**src/rtl/pcieifc_fifo_downsizer.sv**
```systemverilog
// Pops wide entries from a first-word-fall-through FIFO and replays each one
// as 1..RATIO narrow AXI-Stream beats, least significant segment first.
module pcieifc_fifo_downsizer #(
  parameter int IN_WIDTH  = 192,
  parameter int OUT_WIDTH = 64
) (
  input  logic                                      clk,
  input  logic                                      rst,
  input  logic                                      fifo_empty,
  output logic                                      fifo_ren,
  input  logic [IN_WIDTH+((IN_WIDTH/OUT_WIDTH) > 1 ? $clog2(IN_WIDTH/OUT_WIDTH) : 1):0] fifo_dout,
  output logic                                      m_axis_tvalid,
  input  logic                                      m_axis_tready,
  output logic [OUT_WIDTH-1:0]                      m_axis_tdata,
  output logic                                      m_axis_tlast,
  output logic                                      err_seg_cnt,
  output logic [31:0]                               pkt_cnt
);

  localparam int RATIO  = IN_WIDTH / OUT_WIDTH;
  localparam int CNT_W  = (RATIO > 1) ? $clog2(RATIO) : 1;
  localparam int FIFO_W = IN_WIDTH + CNT_W + 1;
  localparam logic [CNT_W-1:0] MAX_SEG = CNT_W'(RATIO - 1);

  typedef enum logic {
    IDLE,
    SEND
  } state_e;

  state_e                state_q, state_d;
  logic [IN_WIDTH-1:0]   hold_data_q, hold_data_d;
  logic                  hold_last_q, hold_last_d;
  logic [CNT_W-1:0]      hold_cnt_q, hold_cnt_d;
  logic [CNT_W-1:0]      idx_q, idx_d;
  logic                  err_q, err_d;
  logic [31:0]           pkt_cnt_q, pkt_cnt_d;

  logic                  in_last;
  logic [CNT_W-1:0]      in_cnt;
  logic [IN_WIDTH-1:0]   in_data;
  logic                  seg_bad;
  logic                  beat_acc;
  logic                  at_final;

  assign in_last = fifo_dout[FIFO_W-1];
  assign in_cnt  = fifo_dout[IN_WIDTH +: CNT_W];
  assign in_data = fifo_dout[IN_WIDTH-1:0];
  assign seg_bad = (in_cnt > MAX_SEG);

  assign m_axis_tvalid = (state_q == SEND);
  assign m_axis_tdata  = hold_data_q[idx_q*OUT_WIDTH +: OUT_WIDTH];
  assign at_final      = (idx_q == hold_cnt_q);
  assign m_axis_tlast  = m_axis_tvalid && hold_last_q && at_final;
  assign beat_acc      = m_axis_tvalid && m_axis_tready;

  // Popping on the final accepted beat refills the holding register in the
  // same cycle, so back-to-back entries stream without a bubble.
  assign fifo_ren = !rst && !fifo_empty && ((state_q == IDLE) || (beat_acc && at_final));

  assign err_seg_cnt = err_q;
  assign pkt_cnt     = pkt_cnt_q;

  always_comb begin
    state_d     = state_q;
    hold_data_d = hold_data_q;
    hold_last_d = hold_last_q;
    hold_cnt_d  = hold_cnt_q;
    idx_d       = idx_q;
    err_d       = err_q;
    pkt_cnt_d   = pkt_cnt_q;

    if (fifo_ren) begin
      state_d     = SEND;
      hold_data_d = in_data;
      hold_last_d = in_last;
      hold_cnt_d  = seg_bad ? MAX_SEG : in_cnt;
      idx_d       = '0;
      err_d       = err_q | seg_bad;
    end else if (beat_acc) begin
      if (at_final) begin
        state_d = IDLE;
      end else begin
        idx_d = idx_q + CNT_W'(1);
      end
    end

    if (beat_acc && m_axis_tlast) begin
      pkt_cnt_d = pkt_cnt_q + 32'd1;
    end
  end

  always_ff @(posedge clk) begin
    if (rst) begin
      state_q     <= IDLE;
      hold_data_q <= '0;
      hold_last_q <= 1'b0;
      hold_cnt_q  <= '0;
      idx_q       <= '0;
      err_q       <= 1'b0;
      pkt_cnt_q   <= '0;
    end else begin
      state_q     <= state_d;
      hold_data_q <= hold_data_d;
      hold_last_q <= hold_last_d;
      hold_cnt_q  <= hold_cnt_d;
      idx_q       <= idx_d;
      err_q       <= err_d;
      pkt_cnt_q   <= pkt_cnt_d;
    end
  end

endmodule

```
**config.mk**
```make
export PLATFORM = sky130hd
export DESIGN_NAME = pcieifc_fifo_downsizer
export DESIGN_NICKNAME = d
export VERILOG_FILES = /design/src/rtl/pcieifc_fifo_downsizer.sv
export SDC_FILE = /design/constraint.sdc
export NUM_CORES = 1
export LEC_CHECK = 0
export BUFFER_PORTS_ARGS = -buffer_cell sky130_fd_sc_hd__buf_4
export CORE_UTILIZATION = 50
export DETAILED_ROUTE_END_ITERATION = 7
export HOLD_SLACK_MARGIN = 0.02
export PLACE_DENSITY_LB_ADDON = 0.15
export RECOVER_POWER = 100
export SLEW_MARGIN = 20
export SYNTH_ARGS = -nofsm -noshare
export SYNTH_HDL_FRONTEND = slang
export SYNTH_SLANG_ARGS = --single-unit
```
**constraint.sdc**
```tcl
create_clock -name clk -period 2.3 [get_ports clk]
set_clock_uncertainty 0.15 [all_clocks]
set_input_delay 0.345 -clock clk [delete_from_list [all_inputs] [get_ports clk]]
set_output_delay 0.345 -clock clk [all_outputs]
set_load 0.1 [all_outputs]
```
==> results.toml, run 1 <==
[die]
die_w_um = 137
start_util_pct = 51.0
io-pin-count = 299
die_h_um = 137
rows = 49

[clocking]
cts_buffer_depth = 3
clkSinkCount = 231
htree_levels = 1
numCtsBuffers = 25
root_buffer = "clkbuf_16"

[synthesis]
yosysSeqAreaShare_pct = 50.5
yosysTopAreaCell = "dfxtp_1"
synthAdderAreaFrac_pct = 0.137
synth_compound_gate_area_share_pct = 25.1
muxShareOfSynthArea_pct = 8.70
synth-main-ff-cell = "dfxtp_1"
synth_fp_nets = 1087
ys_async_sr_fraction_pct = 0
synth-xor-area-share_pct = 1.27
synthDistinctLibCells = 35
ys_ff_latch = 231
synth_cells = 887
synth_area_per_cell_um2 = 10.3
synth_area_um2 = 9160
yosys.area_share.simple_pct = 10.1
yosysMostFrequentCell = "dfxtp_1"
ys_top_cells_by_area = "dfxtp_1, a22o_1, mux2i_1"
synth_top_area_share_pct = 50.5
synth_edf_count = 0
synth_top_family_by_area = "compound AO/OA/AOI/OAI gates"
ys_warn_count = 0
ys_top_cells_by_count = "dfxtp_1, a22o_1, nand2_1"

[global_routing]
grt_usage_pct = 68.4
grt_max_degree = 121
overflow = 14

[sta]
crit_endpoint = "m_axis_tdata[26]"
worstEpCategory = "primary output"

[outcome]
stop_stage = "global routing"
error = "[ERROR GRT-0232] Routing congestion too high. Check the congestion heatmap in the GUI."
status = "did not finish"

[place]
pre_cts_slack_ns = 0.126
gp_congestion = 0.833
dp.cells = 1359
hpwlAfterDp_um = 17800
io_buffers = 298
==> what timing repair did <==
item	in CTS
gates resized for setup	240
pin swaps	2
gates cloned	4
setup buffers	13
endpoints found under the hold margin	204
hold buffers	198
endpoints found under the setup margin	66
==> kinds of logic after synthesis <==
logic type | Yosys count
compound gates | 295
xor+xnor | 9
fa+ha+maj | 1
buf+inv | 87
flops | 231
mux | 78
simple gates | 186
==> metal layers <==
layer / overflow / track usage, %
met4: 7 / 69.1
met5: 1 / 18.3
met2: 5 / 88.9
met1: 0 / 68.1
met3: 1 / 48.2
==> stage by stage <==
step	hold WS, ns	utilization, %	instance area (um2)
2_1_floorplan	0.276	-	9840
3_5_place_dp	0.304	68.9	12400
3_3_place_gp	0.305	68.9	12400
4_1_cts	0.210	91.9	16500
==> run 2: changes to the inputs <==
--- a/config.mk
+++ b/config.mk
@@ -6,9 +6,8 @@
 export NUM_CORES = 1
 export LEC_CHECK = 0
 export BUFFER_PORTS_ARGS = -buffer_cell sky130_fd_sc_hd__buf_4
-export CORE_UTILIZATION = 50
+export CORE_UTILIZATION = 35
 export DETAILED_ROUTE_END_ITERATION = 7
-export HOLD_SLACK_MARGIN = 0.02
 export PLACE_DENSITY_LB_ADDON = 0.15
 export RECOVER_POWER = 100
 export SLEW_MARGIN = 20
==> results.toml, run 2 <==
[global_routing]
grt_pass1_vias = 9412
overflow = 0
top_usage_layer = "met2"
grt_usage_pct = 23.8
met1_usage_pct = 29.7
antenna_found_initial = 2
grt.met2_usage_pct = 39.8
grt_pass1_wl_um = 50700
grt_max_degree = 86
grtUsageMet3_pct = 5.25

[die]
die_area_um2 = 26800
die_w_um = 164
core_um2 = 25400
rows = 58
die_h_um = 164
io-pin-count = 299
start_util_pct = 36.1

[route]
ant_nets = 0
drt_iter0_drc = 614
first_pass_iters = 5
wl_um = 33000
wl_per_cell_um = 18.9
drc_errors = 0
viasPerCell = 5.26
vias = 9179

[clocking]
clkTransAtPathRegs_ns = 0.06
clk_latency_ns = 0.52
root_buffer = "clkbuf_16"
numCtsBuffers = 26
clkSinkCount = 231
cts_buffer_depth = 3
htree_levels = 1
cts_tree = "yes"

[synthesis]
yosysMostFrequentCell = "dfxtp_1"
synth_cells = 887
synth_edf_count = 0
synth_top_family_by_area = "compound AO/OA/AOI/OAI gates"
ys_ff_latch = 231
muxShareOfSynthArea_pct = 8.70
synth_top_area_share_pct = 50.5
synth_compound_gate_area_share_pct = 25.1
ys_top_cells_by_area = "dfxtp_1, a22o_1, mux2i_1"
synth_fp_nets = 1087
synth-xor-area-share_pct = 1.27
synth_area_um2 = 9160
yosysTopAreaCell = "dfxtp_1"
yosysSeqAreaShare_pct = 50.5
ys_top_cells_by_count = "dfxtp_1, a22o_1, nand2_1"
synthDistinctLibCells = 35
ys_warn_count = 0
yosys.area_share.simple_pct = 10.1
ys_async_sr_fraction_pct = 0
synth_area_per_cell_um2 = 10.3
synth-main-ff-cell = "dfxtp_1"
synthAdderAreaFrac_pct = 0.137

[layout]
instances_no_fill = 1746
largest_reg_flops = 192
regMostFlops = "hold_data_q"
final_nets = 1596
final_common_cell = "buf_4"
final_cell_mix = "buf_4, dfxtp_1, dlygate4sd3_1"
final_area_um2 = 17000
area_growth_pct = 85.9
final_layout_size_suffix_gt1_share_pct = 39.3
nFillCells = 1869

[outcome]
violations = "negative setup slack"
status = "finished with violations"

[sta]
fmax_mhz = 413
post-route-min-period_ns = 2.42
final_max_slew_viol_count = 0
hold_viol_final = 0
grt_setup_unrepaired = "true"
finalCritPeriodShare_pct = 105
tightest_slew_ns = 0.551
setup_viol = 37
layout_setup_ws_ns = -0.121
slew_headroom_pct = 63.4

[pwr]
power_density_nw_per_um2 = 668
ir_drop_mv = 0.545
p_leak_nw = 6.70

[min_path]
hp-class = "in2reg"
hold_start = "m_axis_tready"
hold_end = "pkt_cnt[0]"
min_path_cells = 5

[setup_path]
critPathArrivalTime_ns = 1.93
r2r_start = "idx_q[0]"
slowest_stage = "dfxtp_4"
slowest_delay_ns = 0.37
path_max_fanout = 7
rrSetupSlack_ns = 0.09
worstPathRequired_ns = 1.80
path_buf_inv = 4
cpLargestDelayFamily = "buffers and inverters"
r2r_cells = 8
path_class = "reg2out"
cp-start-kind = "flip-flop"
rr_endpoint = "pkt_cnt[31]"
path_cells = "buf_12 -> buf_16 -> buf_16 -> mux2i_4 -> o22ai_4 -> buf_12"
end_kind = "output port"

[place]
hpwlAfterDp_um = 18400
gp_congestion = 0.764
dpl-instance-area_um2 = 12500
pre_cts_slack_ns = 0.146
io_buffers = 298
dp.cells = 1460

[job]
cap_violations = 0
[run 2: cell counts after synthesis]
No cell type changed its count.
[run 2: worst register-to-register path: stages (launching register included)]
cell     delay [ns]
dfxtp_4        0.37
buf_4          0.14
buf_12         0.12
xnor2_4        0.22
buf_4          0.16
nand4_1        0.08
buf_4          0.20
nor4_1         0.29
mux2_2         0.36
[run 2: final cells by class]
class | instances | area [um2] | share of cell area [%]
clock buffer | 39 | 792 | 4.65
tap | 330 | 413 | 2.43
multi-input combinational | 569 | 5230 | 30.7
clock inverter | 7 | 40.0 | 0.235
antenna | 2 | 5.00 | 0.0294
sequential | 231 | 4670 | 27.4
timing repair buffer | 563 | 5860 | 34.4
inverter | 5 | 18.8 | 0.110
[run 2: where the power goes]
group | internal [mW] | switching (mW) | total, mW
sequential | 4.31 | 0.228 | 4.54
combinational | 1.32 | 1.49 | 2.81
clock | 2.37 | 1.66 | 4.03
total | 8.00 | 3.38 | 11.4
[run 2: logic make-up after synthesis]
group	Yosys count
xor gates and xnor gates	9
muxes	78
adders and majority gates	1
DFF	231
AOI/OAI and AO/OA	295
buffers and inverters	87
and+or+nand+nor	186
[run 2: worst max-delay path by stage]
stage / startpoint / endpoint / slack, ns / depth (start not counted)
after detailed placement: m_axis_tready / pkt_cnt[28] / 0.15 / 5
after CTS: idx_q[0] / m_axis_tdata[27] / -0.15 / 6
final: idx_q[0] / m_axis_tdata[28] / -0.12 / 6
after global routing: idx_q[0] / m_axis_tdata[28] / -0.17 / 6
after floorplan: idx_q[1] / m_axis_tdata[0] / -0.44 / 4
after global placement: m_axis_tready / pkt_cnt[26] / 0.19 / 5
[run 2: what timing repair did]
item / CTS / global route
buffers inserted: 21 / 10
endpoints found under the hold margin: 197 / 0
pin swaps: 7 / 3
cloned: 9 / 2
hold buffers: 197 / 0
gates resized for setup: 222 / 41
setup endpoints to repair: 66 / 66
[run 2: per-layer routing]
| metal | wire length, um | part of all wire (%) | vias to the layer above |
|---|---|---|---|
| li1 | - | - | 4395 |
| met1 | 13700 | 41 | 4410 |
| met2 | 16500 | 50 | 297 |
| met3 | 1730 | 5.2 | 77 |
| met4 | 1110 | 3.4 | 0 |
| met5 | 0 | 0 | - |
[run 2: metrics by stage]
step	util [%]	setup TNS [ns]	power, mW	hold slack (ns)
2_1_floorplan	-	-6.63	6.03	0.276
3_3_place_gp	49.3	0	6.67	0.305
3_5_place_dp	49.3	0	6.68	0.304
4_1_cts	65.9	-4.27	11.4	0.169
5_1_grt	67.0	-5.15	11.8	0.202
6_report	67.0	-1.78	11.4	0.182
(Power assumes the default switching activity.)
